===== config.mk =====
export PLATFORM = sky130hd
export DESIGN_NAME = imem_loader
export DESIGN_NICKNAME = d
export VERILOG_FILES = /design/src/rtl/imem_loader_pkg.sv /design/src/rtl/loader_byte_writer.sv /design/src/rtl/imem_loader.sv
export SDC_FILE = /design/constraint.sdc
export NUM_CORES = 1
export LEC_CHECK = 0
export ABC_CLOCK_PERIOD_IN_PS = 1900
export CAP_MARGIN = 30
export CORE_UTILIZATION = 37
export DETAILED_ROUTE_END_ITERATION = 8
export SYNTH_ARGS = -nofsm -noshare
export SYNTH_HDL_FRONTEND = slang
export SYNTH_SLANG_ARGS = --single-unit

===== constraint.sdc =====
create_clock -name clk -period 1.9 [get_ports clk]
set_clock_uncertainty 0.05 [all_clocks]
set_input_delay 0.38 -clock clk [delete_from_list [all_inputs] [get_ports clk]]
set_output_delay 0.38 -clock clk [all_outputs]
set_load 0.02 [all_outputs]

===== src/rtl/imem_loader_pkg.sv =====
// imem_loader_pkg: loader state encodings and frame layout constants.
package imem_loader_pkg;
  typedef enum logic [2:0] {
    LOADER_ST_IDLE   = 3'd0,
    LOADER_ST_LEN_HI = 3'd1,
    LOADER_ST_LEN_LO = 3'd2,
    LOADER_ST_DATA   = 3'd3,
    LOADER_ST_CSUM   = 3'd4,
    LOADER_ST_DONE   = 3'd5,
    LOADER_ST_ERR    = 3'd6
  } loader_st_e;
  localparam int LOADER_HDR_LEN = 2;
endpackage


===== src/rtl/loader_byte_writer.sv =====
// loader_byte_writer: registered imem write stage with address pointer and payload XOR accumulator.
module loader_byte_writer #(
  parameter int ADDR_WIDTH = 10,
  parameter int BASE_ADDR  = 0
) (
  input  logic                  clk,
  input  logic                  reset_n,
  input  logic                  clear,
  input  logic                  wr,
  input  logic [7:0]            wr_byte,
  output logic                  mem_we,
  output logic [ADDR_WIDTH-1:0] mem_addr,
  output logic [7:0]            mem_wdata,
  output logic [7:0]            acc
);
  localparam logic [ADDR_WIDTH-1:0] BASE = ADDR_WIDTH'(BASE_ADDR);
  logic [ADDR_WIDTH-1:0] ptr;
  always_ff @(posedge clk) begin
    if (!reset_n) begin
      ptr       <= BASE;
      mem_we    <= 1'b0;
      mem_addr  <= BASE;
      mem_wdata <= 8'd0;
      acc       <= 8'd0;
    end else begin
      mem_we <= wr;
      if (clear) begin
        ptr <= BASE;
        acc <= 8'd0;
      end else if (wr) begin
        ptr       <= ptr + 1'b1;
        mem_addr  <= ptr;
        mem_wdata <= wr_byte;
        acc       <= acc ^ wr_byte;
      end
    end
  end
endmodule


===== src/rtl/imem_loader.sv =====
// imem_loader: receives a framed byte stream and writes it into imem, holding the CPU until a good checksum.
module imem_loader
  import imem_loader_pkg::*;
#(
  parameter int ADDR_WIDTH = 10,
  parameter int BASE_ADDR  = 0
) (
  input  logic                  clk,
  input  logic                  reset_n,
  input  logic                  start,
  input  logic                  in_valid,
  input  logic [7:0]            in_data,
  output logic                  in_ready,
  output logic                  mem_we,
  output logic [ADDR_WIDTH-1:0] mem_addr,
  output logic [7:0]            mem_wdata,
  output logic                  cpu_hold,
  output logic                  done,
  output logic                  error
);
  localparam logic [63:0] CAP = (64'd1 << ADDR_WIDTH) - 64'(BASE_ADDR);
  loader_st_e state, state_nx;
  logic [7:0] len_hi, acc;
  logic [17:0] cnt, frame_bytes;
  logic [15:0] n;
  logic take, start_ok, oversize;
  assign n           = {len_hi, in_data};
  assign frame_bytes = {n, 2'b00};
  assign oversize    = {46'd0, frame_bytes} > CAP;
  assign in_ready    = state inside {LOADER_ST_LEN_HI, LOADER_ST_LEN_LO, LOADER_ST_DATA, LOADER_ST_CSUM};
  assign take        = in_valid && in_ready;
  assign start_ok    = start && (state inside {LOADER_ST_IDLE, LOADER_ST_DONE, LOADER_ST_ERR});
  assign done        = state == LOADER_ST_DONE;
  assign error       = state == LOADER_ST_ERR;
  assign cpu_hold    = state != LOADER_ST_DONE;
  always_comb begin
    state_nx = state;
    case (state)
      LOADER_ST_IDLE, LOADER_ST_DONE, LOADER_ST_ERR:
        state_nx = start ? LOADER_ST_LEN_HI : state;
      LOADER_ST_LEN_HI: state_nx = in_valid ? LOADER_ST_LEN_LO : state;
      LOADER_ST_LEN_LO:
        state_nx = !in_valid ? state : n == 16'd0 ? LOADER_ST_CSUM : oversize ? LOADER_ST_ERR : LOADER_ST_DATA;
      LOADER_ST_DATA: state_nx = in_valid && cnt == 18'd1 ? LOADER_ST_CSUM : state;
      LOADER_ST_CSUM:
        state_nx = !in_valid ? state : in_data == acc ? LOADER_ST_DONE : LOADER_ST_ERR;
      default: state_nx = LOADER_ST_IDLE;
    endcase
  end
  always_ff @(posedge clk) begin
    if (!reset_n) begin
      state  <= LOADER_ST_IDLE;
      len_hi <= 8'd0;
      cnt    <= 18'd0;
    end else begin
      state <= state_nx;
      if (take && state == LOADER_ST_LEN_HI) len_hi <= in_data;
      if (take && state == LOADER_ST_LEN_LO) cnt <= frame_bytes;
      else if (take && state == LOADER_ST_DATA) cnt <= cnt - 18'd1;
    end
  end
  loader_byte_writer #(.ADDR_WIDTH(ADDR_WIDTH), .BASE_ADDR(BASE_ADDR)) u_writer (
    .clk       (clk),
    .reset_n   (reset_n),
    .clear     (start_ok),
    .wr        (take && state == LOADER_ST_DATA),
    .wr_byte   (in_data),
    .mem_we    (mem_we),
    .mem_addr  (mem_addr),
    .mem_wdata (mem_wdata),
    .acc       (acc)
  );
endmodule


==> results.md, run 1 <==
- Vias in the first global route: 2750
- Minimum clock period: approximately 1.8 ns
- Met1 Usage GRT: 0.294
- Syn avg cell area: around 8.4 um^2
- Crit path max-delay family: simple AND/OR/NAND/NOR gates
- Final Max Tran Viols: 0
- H-tree depth: 3
- Row cnt: 33
- Seq pwr share: 0.368
- Pwr/cell area: roughly 1100 nW/um^2
- Comb power frac: 0.370
- Sequential cell area fraction in the yosys report: 0.420
- Drt pass-1 iters: 4
- Sw Share: 0.350
- Critical path endpoint category: register
- Worst-path fanout max: 6
- DR iter-0 viols: 202
- Outcome: complete, no violations
- Nets: 468
- Synth warn: 0
- Worst slew pin tran: 0.374 ns
- Synth Cell Area: 3150 um^2
- Sw power: 1.60 mW
- Post-CTS setup buffer count: 0
- Commonest non-fill, non-tap cell in the layout: dfxtp_1
- Synth top area share: 0.420
- Initial Util: 0.383
- ANT nets after route: 0
- Synth area leaders: dfxtp_1, nand2_1, a21oi_1, xor2_1, nor2_1
- Non-Filler Instances: 563
- ANT cells: 0
- Routed wire per std cell: 14.8 um
- Post-synth ARST share: 0
- Layout cell share with drive strength beyond 1: 0.210
- Fmax: 544 MHz
- Yosys top cell by area: dfxtp_1
- Die width: 94.2 um
- GP Congestion: between 0.8 and 0.9
- Gate Count Post-Synth: 375
- Hold path start: u_writer.mem_addr[5]
- Yosys cell types: between 50 and 60
- Clock slew at reported path FFs: 0.07 ns
- Tot Pwr: 4.58 mW
- Max Cap Violations: 0
- CP required: 2.12 ns
- Most frequent cells in the layout: dfxtp_1, buf_4, nand2_1, nor2_1, a21oi_1
- Via/cell ratio: 5.26
- Worst flop-to-flop path startpoint: cnt[1]
- Input/output buffers: 34
- CP max stage delay: approximately 0.51 ns
- Hold-fix buffers at CTS: 0
- Fillers: 791
- CTS tree: yes
- Startpoint Class: input port
- GR Util met2: 0.294
- Power Internal: between 2 and 3 mW
- Syn Nets: 390
- Clock Sinks: 66
- Top FF cell, synth: dfxtp_1
- Top Usage Layer GRT: met1
- DIE HEIGHT: 94.2 um
- Dpl cells: 547
- Setup CP Type: input port to register
- Root buffer cell: clkbuf_8
- Layout Area Growth over Synthesis: 33.2%
- Number of antenna violations at the first check in global routing: 0
- Total CTS buffers: 9
- Die Area: 8870 um^2
- Post-synth EDFFs: 0
- Relative slew slack: 0.744
- RSZ-0062 raised after global routing: true
- Peak supply drop: roughly 460 uV
- IO Count: 35
- Clk pwr share: 0.262
- Slowest-stage cell, CP: clkdlybuf4s50_1
- Total track usage: 0.204
- CP startpoint: in_valid
- Fin crit share: 0.968
- Largest net degree at the start of global routing: 32
- GR Overflow Total: 0
- Final WL: 8.33 mm
- Worst path cell trace: clkdlybuf4s50_1 > and4b_2 > buf_4 > nand4_1 > or3_1 > a21oi_1
- Flops & latches, synth: 66
- Final hold viol count: 0
- Hold Path Class: register to register
- Vias: 2962
- CP arrival: 2.06 ns
- DP Wirelength: 6.12 mm
- Skew-Pair Late Insertion Delay: 0.34 ns
- Pleak: 1.54 nW
- Final setup fails: 0
- WP buf/inv: 2
- M3 GR Usage: 0.0550
- Core Area: 8220 um^2
- Max clock buf depth: 2
- DRC errors left: 0
- First-pass GRT wire length: between 10 and 15 mm
cells in the mapped netlist, types with 7 or more instances:
cell type / count
a21oi_1: 32
a31oi_1: 8
buf_2: 8
clkbuf_1: 12
dfxtp_1: 66
inv_1: 11
mux2i_1: 9
nand2_1: 54
nand3_1: 10
nor2_1: 32
nor4_1: 7
o21ai_0: 13
or3_1: 7
xor2_1: 18
sequential cells by signal, indices dropped and copies added, names as in the netlist:
| register | cells |
|---|---|
| cnt | 18 |
| u_writer.mem_addr | 10 |
| u_writer.ptr | 10 |
| len_hi | 8 |
| u_writer.acc | 8 |
| u_writer.mem_wdata | 8 |
| state | 3 |
| u_writer.mem_we | 1 |
path summary, 6_finish.rpt:
| kind | to | depth (start not counted) | slack [ns] |
|---|---|---|---|
| worst max register to register | cnt[15] | 6 | 0.14 |
| worst min-delay path | u_writer.mem_addr[5] | 2 | 0.40 |
| worst min register to register | u_writer.mem_addr[5] | 2 | 0.40 |
| worst max-delay path | u_writer.ptr[5] | 6 | 0.06 |
kinds of logic after synthesis:
logic type,count (synthesis),synth area share
AOI/OAI and AO/OA,89,0.182
xor gates and xnor gates,24,0.0668
adders and majority gates,3,0.0119
buffers and inverters,34,0.0442
DFF,66,0.420
muxes,9,0.0286
and+or+nand+nor,150,0.247
cell type report:
| class | count | area, um^2 | share of cell area |
|---|---|---|---|
| Clock buffer | 10 | 138 | 0.0329 |
| Clock inverter | 6 | 63.8 | 0.0152 |
| Inverter | 11 | 41.3 | 0.00986 |
| Multi-Input combinational cell | 275 | 1730 | 0.413 |
| Sequential cell | 66 | 1330 | 0.316 |
| Tap cell | 105 | 131 | 0.0314 |
| Timing Repair Buffer | 90 | 759 | 0.181 |
per-layer routing:
layer / vias up / routed length (um)
met1: 1388 / 3920
met4: 0 / 100
li1: 1492 / -
met2: 73 / 3620
met3: 9 / 685
met5: - / 0
power by group through the flow:
stage | registers [mW] | clock network [mW] | logic (mW)
2_1_floorplan | 1.65 | 0 | 1.03
3_3_place_gp | 1.70 | 0 | 1.68
3_5_place_dp | 1.71 | 0 | 1.68
4_1_cts | 1.68 | 1.24 | 1.68
5_1_grt | 1.70 | 1.29 | 1.87
6_report | 1.68 | 1.20 | 1.69
worst min-delay path: stages, from the launching register on:
cell     delay [ns]
dfxtp_1        0.31
nand2_1        0.05
a21oi_1        0.05
per-stage QoR:
step / area [um^2] / util / setup WS, ns / hold WS, ns / TNS (ns)
2_1_floorplan: 3150 / - / 0.0781 / 0.387 / 0
3_3_place_gp: 3960 / 0.482 / -0.312 / 0.395 / -7.59
3_5_place_dp: 3960 / 0.482 / -0.324 / 0.395 / -9.37
4_1_cts: 4170 / 0.507 / 0.00822 / 0.407 / 0
5_1_grt: 4190 / 0.510 / -0.00910 / 0.426 / -0.00910
6_report: 4190 / 0.510 / 0.0604 / 0.403 / 0
what timing repair did:
item / 4_1_cts / 5_1_grt
pin swaps: 0 / 1
gates resized for setup: 8 / 15
hold endpoints to repair: 0 / 0
endpoints found under the setup margin: 7 / 15
No activity file was read; power rests on OpenSTA's default activity.
==> inputs of run 2 (changes only) <==
CORE_UTILIZATION = 25   (was 37)
==> run 2 against run 1 <==
Sequential power up 2%. Worst hold slack lost 0.0011 ns. Power is 8.5% higher. Final area is 3.7% higher. Non-clock buffer count fell by 2. Routed wire length up 5.8%. Utilization down 15 points. Clock power up 33%. Die area grew 47%. Critical path depth is the same. Sequential share of layout area fell by 1.1 points. Highest routed layer unchanged.
==> results.md, run 2 (same netlist as run 1, synthesis figures left out) <==
- Sw power: about 1.6 mW
- CTS tree: yes
- Relative slew slack: 0.675
- Commonest non-fill, non-tap cell in the layout: dfxtp_1
- RSZ-0062 raised after global routing: true
- Nets: 466
- Max clock buf depth: 2
- Row cnt: 40
- Via/cell ratio: roughly 4.9
- Clock slew at reported path FFs: 0.05 ns
- Top Registers: cnt: 18 flops, u_writer.mem_addr: 10 flops, u_writer.ptr: 10 flops
- Pleak: 1.59 nW
- Input/output buffers: 34
- Peak supply drop: 525 uV
- Fillers: 1234
- Share of the core filled with cells: 0.357
- Largest net degree at the start of global routing: 24
- DRC errors left: 0
- Comb power frac: 0.334
- Non-Filler Instances: 624
- Most frequent cells in the layout: dfxtp_1, nand2_1, buf_4, nor2_1, a21oi_1
- Clock Sinks: 66
- Outcome: complete, no violations
- Vias: 3064
- Final WL: 8.82 mm
- Max FFs per register: 18
- Root buffer cell: clkbuf_16
- Dpl cells: 606
- DIE HEIGHT: 114 um
- ANT cells: 0
- Worst slew pin tran: 0.484 ns
- Final Max Tran Viols: 0
- Vias in the first global route: between 3000 and 4000
- Fmax: 543 MHz
- Multi-input logic area: 1730 um^2
- Core Area: between 10000 and 15000 um^2
- Critical path endpoint category: register
- Fin crit share: 0.970
- GR Overflow Total: 0
- Seq pwr share: 0.346
- Die width: 114 um
- Layout cell share with drive strength beyond 1: 0.189
- Worst R2R Path Depth: 4
- DR iter-0 viols: 154
- H-tree depth: 3
- Final TNS setup: 0 ns
- Clk pwr share: 0.320
- Drt pass-1 iters: 4
- Final setup fails: 0
- Startpoint Class: input port
- Layout Area Growth over Synthesis: 38.1%
- Setup slack after layout: 0.0570 ns
- Top reg by flops: cnt
- Sw Share: 0.331
- Skew-Pair Late Insertion Delay: 0.33 ns
- Hold Path Class: register to register
- Max Cap Violations: 0
- GP Congestion: 0.847
- Hold path depth: 2
- Total track usage: 0.144
- Final hold viol count: 0
- CP required: between 2 and 2.5 ns
- Routed wire per std cell: about 14 um
- FF+latch area: 1330 um^2
- DP Wirelength: ~6.5 mm
- Die Area: about 13000 um^2
- Initial Util: 0.259
- Final Cell Area: 4340 um^2
- Setup CP Type: input port to register
- Pwr/cell area: between 1000 and 1500 nW/um^2
- First-pass GRT wire length: 14.5 mm
- CP arrival: 2.05 ns
- Hold-fix buffers at CTS: 0
- Post-DP Area: 4010 um^2
- Minimum clock period: 1.84 ns
- ANT nets after route: 0
- IO Count: 35
- FF-to-FF setup slack: 0.07 ns
- Total CTS buffers: 9
- Worst-path fanout max: 7
- Setup slack at placement: -0.414 ns
- Number of antenna violations at the first check in global routing: 0
- Power Internal: about 3.3 mW
[run 2: cell count changes in the layout (fill, tap and decap cells not counted), moves of 3 or more]
cell / change
clkbuf_1: +4
clkdlybuf4s50_1: -3
clkbuf_2: -3
clkbuf_8: -10
clkbuf_16: +9
dlygate4sd2_1: +5
[run 2: cell type report]
class | instances | area share
clock inverters | 3 | 0.00922
flip-flops and latches | 66 | 0.305
well taps | 168 | 0.0484
inverters | 11 | 0.00950
clock buffers | 13 | 0.0553
repair buffers | 88 | 0.174
multi-input cells | 275 | 0.398
[run 2: critical path, cell delays in order]
cell and delay (ns):
clkdlybuf4s50_1 0.50, buf_4 0.16, nand4b_1 0.14, buf_4 0.20, or4_1 0.50, a31oi_1 0.17
[run 2: layer usage]
| metal | part of all wire | track usage | up-vias |
|---|---|---|---|
| met5 | 0 | 0 | - |
| met4 | 0.022 | 0.0675 | 0 |
| met3 | 0.039 | 0.0302 | 13 |
| met2 | 0.47 | 0.232 | 61 |
| met1 | 0.47 | 0.183 | 1495 |
| li1 | - | - | 1495 |
[run 2: power by group through the flow]
stage | sequential [mW] | clock [mW] | combinational (mW)
finish | 1.72 | 1.59 | 1.66
global route | 1.73 | 1.68 | 1.80
CTS | 1.71 | 1.62 | 1.62
detailed placement | 1.72 | 0 | 1.62
global placement | 1.72 | 0 | 1.61
floorplan | 1.65 | 0 | 1.03
[run 2: repair_timing]
| action | 4_1_cts | 5_1_grt |
|---|---|---|
| setup endpoints to repair | 12 | 14 |
| buffers inserted | 0 | 2 |
| gates resized for setup | 13 | 6 |
| pin swaps | 0 | 3 |
[run 2: worst paths after layout]
kind,from,endpoint
worst max register to register,cnt[2],cnt[15]
worst min register to register,u_writer.mem_addr[1],u_writer.mem_addr[1]
worst max-delay path,in_valid,cnt[15]
worst min-delay path,u_writer.mem_addr[1],u_writer.mem_addr[1]
[run 2: metrics by stage]
| stage | power (mW) | hold slack, ns |
|---|---|---|
| after floorplan | 2.68 | 0.387 |
| after global placement | 3.33 | 0.396 |
| after detailed placement | 3.35 | 0.396 |
| after CTS | 4.95 | 0.404 |
| after global routing | 5.21 | 0.419 |
| final | 4.96 | 0.402 |
